--- config.mk ---
export PLATFORM = sky130hd
export DESIGN_NAME = imm_extend_pipe
export DESIGN_NICKNAME = d
export VERILOG_FILES = /design/src/rtl/imm_extend_pipe.sv
export SDC_FILE = /design/constraint.sdc
export NUM_CORES = 1
export LEC_CHECK = 0
export BUFFER_PORTS_ARGS = -buffer_cell sky130_fd_sc_hd__buf_2
export CORE_MARGIN = 2
export CORE_UTILIZATION = 55
export DETAILED_ROUTE_END_ITERATION = 8
export PLACE_DENSITY = 0.81
export SETUP_SLACK_MARGIN = 0.02
export SYNTH_ARGS = -nofsm -noshare
export SYNTH_HDL_FRONTEND = slang
export SYNTH_SLANG_ARGS = --single-unit
--- constraint.sdc ---
create_clock -name clk_i -period 1.68 [get_ports clk_i]
set_input_delay 0.168 -clock clk_i [delete_from_list [all_inputs] [get_ports clk_i]]
set_output_delay 0.168 -clock clk_i [all_outputs]
set_load 0.03 [all_outputs]
--- src/rtl/imm_extend_pipe.sv ---
// Pipelined immediate-extension unit: sign/zero/upper/sign+shift extension
// behind a registered valid/ready stage with a 2-entry skid buffer.
//
// state | meaning
// EMPTY | nothing held; OUT invalid, ready to accept
// BUSY  | OUT holds a beat, SKID empty; still ready to accept
// FULL  | OUT and SKID both hold beats; not ready
module imm_extend_pipe #(
   parameter int IN_W  = 16,
   parameter int OUT_W = 32,
   parameter int SHL   = 2
) (
   input  logic             clk_i,
   input  logic             rst_i,
   input  logic             valid_i,
   output logic             ready_o,
   input  logic [IN_W-1:0]  data_i,
   input  logic [1:0]       mode_i,
   output logic             valid_o,
   input  logic             ready_i,
   output logic [OUT_W-1:0] data_o,
   output logic [1:0]       mode_o
);

   typedef enum logic [1:0] {
      EMPTY = 2'd0,
      BUSY  = 2'd1,
      FULL  = 2'd2
   } state_t;

   state_t           state;
   logic [OUT_W-1:0] sext;
   logic [OUT_W-1:0] ext;
   logic [OUT_W-1:0] skid_data;
   logic [1:0]       skid_mode;
   logic             accept;
   logic             consume;

   always_comb begin
      sext = {{(OUT_W-IN_W){data_i[IN_W-1]}}, data_i};
      case (mode_i)
         2'd0:    ext = sext;
         2'd1:    ext = {{(OUT_W-IN_W){1'b0}}, data_i};
         2'd2:    ext = {data_i, {(OUT_W-IN_W){1'b0}}};
         default: ext = sext << SHL;
      endcase
   end

   assign accept  = valid_i && ready_o;
   assign consume = valid_o && ready_i;

   // ready_o is registered so there is no combinational path from ready_i
   always_ff @(posedge clk_i) begin
      if (rst_i) begin
         state     <= EMPTY;
         valid_o   <= 1'b0;
         ready_o   <= 1'b1;
         data_o    <= '0;
         mode_o    <= 2'd0;
         skid_data <= '0;
         skid_mode <= 2'd0;
      end else begin
         case (state)
            EMPTY: begin
               if (accept) begin
                  data_o  <= ext;
                  mode_o  <= mode_i;
                  valid_o <= 1'b1;
                  state   <= BUSY;
               end
            end
            BUSY: begin
               if (accept && consume) begin
                  data_o <= ext;
                  mode_o <= mode_i;
               end else if (consume) begin
                  valid_o <= 1'b0;
                  state   <= EMPTY;
               end else if (accept) begin
                  skid_data <= ext;
                  skid_mode <= mode_i;
                  ready_o   <= 1'b0;
                  state     <= FULL;
               end
            end
            FULL: begin
               if (consume) begin
                  data_o  <= skid_data;
                  mode_o  <= skid_mode;
                  ready_o <= 1'b1;
                  state   <= BUSY;
               end
            end
            default: begin
               valid_o <= 1'b0;
               ready_o <= 1'b1;
               state   <= EMPTY;
            end
         endcase
      end
   end

endmodule

==> results.sh, run 1 <==
export IMPL_status="finished, final reports clean"
export IMPL_r2r_cells=5
export IMPL_power_frac_seq_pct=42.0
export IMPL_synth_avg_cell_area_sq_um=8.51
export IMPL_dieArea_sq_mm=0.00666
export IMPL_synth_top_cell_area_share_pct=43.5
export IMPL_setup_tns_final_ns=0
export IMPL_drtIter0Drc=257
export IMPL_rsz0062_at_grt="yes"
export IMPL_yosys_top_cells_count="72 x dfxtp_1, 70 x nor2_1, 43 x nand2_1"
export IMPL_ys_warn_count=0
export IMPL_fin_cells=514
export IMPL_start_util_pct=56.2
export IMPL_die_h_um=81.6
export IMPL_worst_setup_path_type="reg -> reg"
export IMPL_dp_cells=498
export IMPL_drc=0
export IMPL_synthDistinctLibCells=35
export IMPL_hp_class="in -> reg"
export IMPL_leakagePower_uw=0.00151
export IMPL_intPower_uw=3250
export IMPL_vias_per_cell=5.84
export IMPL_yosys_most_used_dff="dfxtp_1"
export IMPL_final_nets=456
export IMPL_maxSlewHeadroom_pct=68.8
export IMPL_synth_most_common_cell="dfxtp_1"
export IMPL_synthCells=389
export IMPL_hold_viol_final=0
export IMPL_antenna_cells=0
export IMPL_ioPinCount=58
export IMPL_synth_top_cells_by_area="dfxtp_1 44%, nor2_1 7.9%, a211oi_1 6.6%"
export IMPL_place_hpwl_mm=5.15
export IMPL_clkSinkCount=72
export IMPL_comb_power_share_pct=26.4
export IMPL_swShare_pct=32.8
export IMPL_yosys_register_bits=72
export IMPL_clock_path_buffers=2
export IMPL_detail_route_antenna_nets=0
export IMPL_reg2reg_slack_ns=0.09
export IMPL_grt_max_degree=60
export IMPL_switching_power_uw=1580
export IMPL_firstDrtPassIters=7
export IMPL_crit_path_end_kind="flop"
export IMPL_overflow=0
export IMPL_setup_viol=0
export IMPL_synth_edf_count=0
export IMPL_timing_fmax_mhz=627
export IMPL_path_max_fanout=40
export IMPL_h_tree_depth=3
export IMPL_cts_root_buffer="clkbuf_8"
export IMPL_place_gp_congestion=0.816
export IMPL_wl_mm=7.74
export IMPL_whs_path_depth=4
export IMPL_coreArea_sq_mm=0.00589
export IMPL_vdd_ir_drop_max_v=0.000796
export IMPL_track_usage_pct=24.2
export IMPL_finalCriticalPeriod_ns=1.59
export IMPL_setup_ws_ns=0.0857
export IMPL_async_reset_ff_share_pct=0
export IMPL_synth_seq_area_share_pct=43.5
export IMPL_fin_worst_skew_ns=0.00772
export IMPL_die_w_um=81.6
export IMPL_maxCapViolCount=0
export IMPL_antenna_found_initial=0
export IMPL_syn2layout_area_growth_pct=17.0
export IMPL_synth_top_area_cell="dfxtp_1"
export IMPL_worstMarginPinSlew_ns=0.467
export IMPL_first_global_vias=2747
export IMPL_cts_buffers=9
export IMPL_postCtsSetupBuffers=0
export IMPL_drive_gt1_share_pct=26.2
export IMPL_fin_crit_sh_pct=94.9
export IMPL_required_ns=1.93
export IMPL_slew_viol_final=0
export IMPL_cts_tree="done"
export IMPL_pre_cts_slack_ns=0.0734
export IMPL_whs_ns=0.161
export IMPL_routedWlPerCell_um=15.1
export IMPL_syn_num_nets=411
export IMPL_final_util_pct=65.8
export IMPL_grt_pass1_wl_mm=12.6
export IMPL_vias=3003
export IMPL_clk_pin_slew_ns=0.07
export IMPL_power_density_mw_per_mm2=1250
export IMPL_rows=28
export IMPL_crit_arrival_ns=1.84
export IMPL_clkPwrFrac_pct=31.6
export IMPL_synth_area_sq_mm=0.00331
export IMPL_start_kind="flop"
export IMPL_io_buffers=57
export IMPL_clkLatencyLatePin_ns=0.34
==> routing by layer <==
layer | wire [um] | GRT usage [%]
met5 | 0 | 0
met4 | 109 | 10.7
met2 | 3510 | 36.4
met3 | 434 | 4.40
met1 | 3680 | 34.0
==> cell usage in the layout, fill, tap and decap left out, drive strengths merged, types with 5 or more instances in the layout <==
cell,instances
dfxtp,72
nor2,70
buf,69
a21oi,47
nand2,43
a211oi,30
nand2b,16
o221ai,15
a211o,15
a22oi,14
clkbuf,11
mux2i,6
a311oi,5
==> critical path, stage by stage (launching register included) <==
cell,delay [ns]
dfxtp_1,0.37
and3b_4,0.36
and3_2,0.25
buf_12,0.21
nor2_1,0.06
a211oi_1,0.23
==> through the flow <==
stage,total power (uW),area [sq um]
global route,5060,3870
global placement,3290,3620
finish,4830,3870
CTS,4840,3850
floorplan,3050,3310
detailed placement,3330,3620
==> cell type report <==
class	count	area, sq um
fillers	491	2010
multi-input cells	280	1680
flip-flops and latches	72	1440
repair buffers	69	429
clock buffers	11	141
well taps	75	93.8
clock inverters	5	80.1
inverters	2	7.51
==> sequential cells by signal, summed over array words and instances, names as in the netlist <==
signal	cells
data_o	32
ready_o	1
valid_o	1
state	2
mode_o	2
skid_data	32
skid_mode	2
==> kinds of logic (layout without fill, tap and decap cells) <==
logic type	after synthesis	after routing	synth area share [%]
flip-flops	72	72	43.5
AO/OA/AOI/OAI	130	130	28.8
multiplexers	6	6	1.81
buffers and inverters	37	87	6.50
AND/OR/NAND/NOR	144	144	19.4
==> power by group through the flow <==
stage          Combinational, uW  Clock [uW]  Sequential, uW
5_1_grt                     1390        1610            2060
2_1_floorplan                761           0            2290
4_1_cts                     1270        1550            2030
3_3_place_gp                1230           0            2060
6_report                    1280        1530            2030
3_5_place_dp                1260           0            2070
==> worst paths after layout <==
check        startpoint            to
max reg2reg    state[1]  skid_data[9]
min reg2reg   data_o[5]     data_o[5]
min             ready_i       valid_o
max            state[1]  skid_data[9]
==> what timing repair did <==
item	CTS	global route
setup endpoints to repair	0	27
gates resized for setup	0	5
hold buffers	0	0
Note: power is estimated with default switching activity, not from simulation.
==> inputs of run 2 (changes only) <==
CORE_MARGIN = default   (was 2)
==> run 2 against run 1 <==
  * Maximum frequency up 0.59%
  * First-iteration DRC count up 19%
  * Global-route usage up 1.5 points
  * Setup slack better by 0.0094 ns
  * Total power down 1.8%
  * Largest power group unchanged
  * Die area down 4.8%
  * Final cell count down 0.58%
  * Non-clock buffer count unchanged
  * Sequential share of layout area about the same
  * Final area about the same
  * Critical endpoint is now skid_data[24]
  * Sequential cell count unchanged
  * Combinational power about the same
  * Critical path type unchanged
==> results.sh, run 2 (synthesis results as in run 1) <==
export IMPL_final_util_pct=68.6
export IMPL_h_tree_depth=3
export IMPL_drtIter0Drc=306
export IMPL_cpPeakStageDelay_ns=0.37
export IMPL_path_depth=5
export IMPL_layout_commonest_cell="dfxtp_1"
export IMPL_hp_class="in -> reg"
export IMPL_stdcell_area_sq_mm=0.00387
export IMPL_ioPinCount=58
export IMPL_required_ns=1.92
export IMPL_wl_mm=8.17
export IMPL_r2r_start="state[1]"
export IMPL_crit_chain="and3b_4, and3_4, buf_12, nor2_1, a211oi_1"
export IMPL_whs_path_depth=4
export IMPL_worst_setup_path_type="reg -> reg"
export IMPL_fin_crit_sh_pct=94.3
export IMPL_rsz0062_at_grt="yes"
export IMPL_timing_fmax_mhz=631
export IMPL_grt_pass1_wl_mm=12.7
export IMPL_min_from="ready_i"
export IMPL_die_w_um=79.6
export IMPL_die_h_um=79.6
export IMPL_worstMarginPinSlew_ns=0.452
export IMPL_drc=0
export IMPL_r2r_cells=5
export IMPL_r2r_end="skid_data[24]"
export IMPL_clkSinkCount=72
export IMPL_cts_buffers=9
export IMPL_reg2reg_slack_ns=0.1
export IMPL_leakagePower_uw=0.00150
export IMPL_firstDrtPassIters=5
export IMPL_crit_arrival_ns=1.82
export IMPL_hold_end="valid_o"
export IMPL_cts_tree="done"
export IMPL_cp_slowest_cell="dfxtp_1"
export IMPL_syn2layout_area_growth_pct=16.9
export IMPL_maxSlewHeadroom_pct=69.8
export IMPL_hold_viol_final=0
export IMPL_place_gp_congestion=0.822
export IMPL_overflow=0
export IMPL_grt_max_degree=72
export IMPL_clk_pin_slew_ns=0.08
export IMPL_largestRegisters="data_o: 32 flops, skid_data: 32 flops"
export IMPL_routedWlPerCell_um=16.0
export IMPL_status="finished, final reports clean"
export IMPL_finalCriticalPeriod_ns=1.58
export IMPL_place_hpwl_mm=5.14
export IMPL_io_buffers=57
export IMPL_layout_common_cells="71 x dfxtp_1, 70 x nor2_1, 57 x buf_2, 43 x nand2_1, 42 x a21oi_1"
export IMPL_vias=3070
export IMPL_power_density_mw_per_mm2=1230
export IMPL_cp_buffers_inverters=1
export IMPL_total_power_uw=4750
export IMPL_setup_viol=0
export IMPL_crit_path_end_kind="flop"
export IMPL_cts_root_buffer="clkbuf_8"
export IMPL_antenna_found_initial=0
export IMPL_drive_gt1_share_pct=26.0
export IMPL_first_global_vias=2673
export IMPL_antenna_cells=0
export IMPL_start_kind="flop"
export IMPL_path_max_fanout=25
export IMPL_start_util_pct=58.7
export IMPL_rows=27
export IMPL_clkLatencyLatePin_ns=0.34
export IMPL_cts_hold_buf=0
export IMPL_dieArea_sq_mm=0.00633
export IMPL_cpLargestDelayFamily="simple AND/OR/NAND/NOR gates"
export IMPL_vdd_ir_drop_max_v=0.000755
export IMPL_fin_worst_skew_ns=0.00714
export IMPL_clock_path_buffers=2
export IMPL_track_usage_pct=25.7
export IMPL_maxCapViolCount=0
export IMPL_final_nets=456
export IMPL_coreArea_sq_mm=0.00564
export IMPL_setup_tns_final_ns=0
export IMPL_vias_per_cell=6.01
export IMPL_slew_viol_final=0
export IMPL_detail_route_antenna_nets=0
export IMPL_placed_area_sq_mm=0.00363
[run 2: worst max-delay path by stage]
stage / slack [ns] / startpoint / endpoint
after floorplan: 0.11 / valid_o / data_o[10]
after global placement: 0.12 / state[0] / data_o[26]
after detailed placement: 0.08 / state[1] / data_o[20]
after CTS: 0.06 / state[1] / data_o[17]
after global routing: 0.02 / state[1] / skid_data[24]
final: 0.1 / state[1] / skid_data[24]
[run 2: tightest hold or removal path: stages]
cell and delay, ns:
buf_2 0.10, nand2_1 0.05, nand3b_1 0.07, a21oi_1 0.06
[run 2: layout make-up]
| class | instances | area (sq um) |
|---|---|---|
| Timing Repair Buffer | 69 | 455 |
| Fill cell | 458 | 1770 |
| Multi-Input combinational cell | 280 | 1670 |
| Tap cell | 72 | 90.1 |
| Inverter | 2 | 7.51 |
| Clock inverter | 5 | 55.1 |
| Clock buffer | 11 | 151 |
| Sequential cell | 72 | 1440 |
[run 2: through the flow]
| stage | hold WS (ns) | cells | setup WS (ns) |
|---|---|---|---|
| 6_report | 0.156 | 511 | 0.0951 |
| 3_5_place_dp | 0.442 | 494 | 0.0773 |
| 3_3_place_gp | 0.436 | 494 | 0.124 |
| 4_1_cts | 0.144 | 510 | 0.0613 |
| 2_1_floorplan | 0.315 | 389 | 0.109 |
| 5_1_grt | 0.174 | 511 | 0.0191 |
[run 2: per-layer routing]
metal	track usage, %	vias to the layer above	part of all wire [%]
met5	0	-	0
met1	36.1	1453	47
met2	38.5	127	46
met3	5.37	11	6.3
met4	9.27	0	1.2
li1	-	1479	-
[run 2: power by group]
group | internal, uW | switching, uW | leakage [uW] | total (uW)
Clock | 762 | 643 | 0.000101 | 1400
Combinational | 474 | 839 | 0.000815 | 1310
Sequential | 1910 | 116 | 0.000587 | 2030
[run 2: repair_timing]
item | 4_1_cts | 5_1_grt
gates resized for setup | 0 | 3
hold endpoints to repair | 0 | 0
setup buffers | 0 | 0
endpoints found under the setup margin | 0 | 22
==> inputs of run 3 (changes only) <==
--- a/config.mk
+++ b/config.mk
@@ -10,2 +10,3 @@
 export DETAILED_ROUTE_END_ITERATION = 8
+export GPL_TIMING_DRIVEN = 0
 export PLACE_DENSITY = 0.81
==> constraint.sdc (replaced) <==
create_clock -name clk_i -period 1.68 [get_ports clk_i]
set_input_delay 0.252 -clock clk_i [delete_from_list [all_inputs] [get_ports clk_i]]
set_output_delay 0.252 -clock clk_i [all_outputs]
set_load 0.03 [all_outputs]
==> run 3 against run 2 <==
  * Final area up 2.2%
  * Sequential share of layout area down 0.69 points
  * Clock power about the same
  * Critical path depth up 1
  * Register-to-register slack worse by 0.04 ns
  * Total power up 2.1%
  * Critical path type unchanged
  * First-iteration DRC count down 9.2%
  * Largest cell class unchanged
  * Maximum frequency down 2.6%
  * Non-clock buffer count up 24
  * Core utilization up 1.5 points
  * Global-route usage up 3.7 points
==> results.sh, run 3 (synthesis results as in run 1) <==
export IMPL_multiInputGateArea_sq_mm=0.00168
export IMPL_crit_arrival_ns=1.89
export IMPL_largestRegisters="data_o: 32 flops, skid_data: 32 flops"
export IMPL_regArea_sq_mm=0.00145
export IMPL_timing_fmax_mhz=614
export IMPL_worst_setup_path_type="reg -> reg"
export IMPL_fin_worst_skew_ns=0.00721
export IMPL_antenna_found_initial=0
export IMPL_syn2layout_area_growth_pct=19.5
export IMPL_drc=0
export IMPL_num_fill_cells=468
export IMPL_antenna_cells=0
export IMPL_ioPinCount=58
export IMPL_leakagePower_uw=0.00156
export IMPL_maxCapViolCount=0
export IMPL_detail_route_antenna_nets=0
export IMPL_placed_area_sq_mm=0.00368
export IMPL_clk_pin_slew_ns=0.08
export IMPL_drive_gt1_share_pct=27.2
export IMPL_fin_crit_sh_pct=96.9
export IMPL_first_global_vias=2817
export IMPL_dieArea_sq_mm=0.00633
export IMPL_start_util_pct=58.7
export IMPL_cts_hold_buf=0
export IMPL_status="finished, final reports clean"
export IMPL_die_w_um=79.6
export IMPL_clock_path_buffers=2
export IMPL_wl_mm=8.85
export IMPL_vias_per_cell=5.93
export IMPL_io_buffers=56
export IMPL_grt_pass1_wl_mm=13.9
export IMPL_clkSinkCount=72
export IMPL_cts_tree="done"
export IMPL_r2r_cells=6
export IMPL_startpoint="state[1]"
export IMPL_crit_path_end_kind="flop"
export IMPL_worstMarginPinSlew_ns=0.562
export IMPL_grt_max_degree=12
export IMPL_h_tree_depth=3
export IMPL_layout_common_cells="70 x nor2_1, 69 x dfxtp_1, 61 x buf_2, 43 x nand2_1, 42 x a21oi_1"
export IMPL_required_ns=1.94
export IMPL_r2r_start="state[1]"
export IMPL_total_power_uw=4850
export IMPL_path_max_fanout=10
export IMPL_finalCriticalPeriod_ns=1.63
export IMPL_cts_root_buffer="clkbuf_8"
export IMPL_start_kind="flop"
export IMPL_drtIter0Drc=278
export IMPL_clkLatencyLatePin_ns=0.35
export IMPL_slew_viol_final=0
export IMPL_die_h_um=79.6
export IMPL_final_nets=480
export IMPL_place_hpwl_mm=6.24
export IMPL_overflow=0
export IMPL_routedWlPerCell_um=16.5
export IMPL_power_density_mw_per_mm2=1220
export IMPL_vdd_ir_drop_max_v=0.000888
export IMPL_r2r_end="skid_data[3]"
export IMPL_setup_viol=0
export IMPL_cts_buffers=9
export IMPL_layout_commonest_cell="nor2_1"
export IMPL_hold_viol_final=0
export IMPL_reg2reg_slack_ns=0.05
export IMPL_vias=3172
export IMPL_hold_end="mode_o[1]"
export IMPL_whs_path_depth=3
export IMPL_rows=27
export IMPL_place_gp_congestion=0.908
export IMPL_firstDrtPassIters=5
export IMPL_whs_ns=0.239
export IMPL_rsz0062_at_grt="yes"
export IMPL_track_usage_pct=29.4
export IMPL_min_from="mode_i[1]"
export IMPL_maxSlewHeadroom_pct=62.5
export IMPL_coreArea_sq_mm=0.00564
export IMPL_hp_class="in -> reg"
export IMPL_stdcell_area_sq_mm=0.00396
## run 3: cell types whose count changed in the layout (fill, tap and decap cells not counted), moves of 2 or more
cell and delta:
clkbuf_1 +16, buf_2 +4, clkbuf_2 +3, clkinvlp_4 -2, a211oi_2 +3, a211oi_1 -3
buf_6 +6, buf_4 -2, buf_12 -3, dfxtp_1 -2, clkbuf_4 +2
## run 3: worst max-delay path, cell delays in order (launching register included)
cell      delay, ns
dfxtp_2        0.36
and3b_4        0.34
and3_1         0.18
buf_6          0.17
buf_6          0.17
nor2_1         0.06
a211oi_1       0.25
## run 3: repair_timing
action                                  CTS  global route
endpoints found under the setup margin   36            49
gates resized for setup                   6            14
buffers inserted                          1             1
pin swaps                                 1             1
## run 3: worst max-delay path by stage
stage	to	slack (ns)	depth (start not counted)
final	skid_data[3]	0.05	6
after global placement	data_o[29]	-0.11	6
after global routing	data_o[7]	0.02	6
after detailed placement	data_o[29]	-0.16	6
after floorplan	data_o[10]	0.11	5
after CTS	skid_data[12]	0.05	6
## run 3: through the flow
| stage | TNS [ns] | utilization [%] | cells | worst slack, ns |
|---|---|---|---|---|
| finish | 0 | 70.1 | 535 | 0.0522 |
| global route | 0 | 70.1 | 535 | 0.0152 |
| floorplan | 0 | - | 389 | 0.109 |
| detailed placement | -2.52 | 65.3 | 517 | -0.165 |
| CTS | 0 | 69.1 | 534 | 0.0490 |
| global placement | -1.44 | 65.3 | 517 | -0.114 |
## run 3: power breakdown
group	leakage [uW]	switching, uW	total (uW)	internal [uW]
Clock	0.000103	629	1390	764
Sequential	0.000588	113	2030	1920
Combinational	0.000869	886	1430	540
Total	0.00156	1630	4850	3220
## run 3: per-layer routing
| layer | up-vias | global-route usage, % | share of wire [%] |
|---|---|---|---|
| met5 | - | 0 | 0 |
| met4 | 0 | 13.1 | 1.8 |
| met3 | 13 | 5.03 | 7.4 |
| met2 | 142 | 46.0 | 46 |
| met1 | 1489 | 39.5 | 45 |
| li1 | 1528 | - | - |
## run 3: layout make-up
cell class | instances | area share (%)
multi-input cells | 280 | 42.6
clock buffers | 13 | 4.02
repair buffers | 58 | 7.46
clock inverters | 3 | 1.01
plain buffers | 35 | 5.91
well taps | 72 | 2.28
inverters | 2 | 0.190
flip-flops and latches | 72 | 36.6
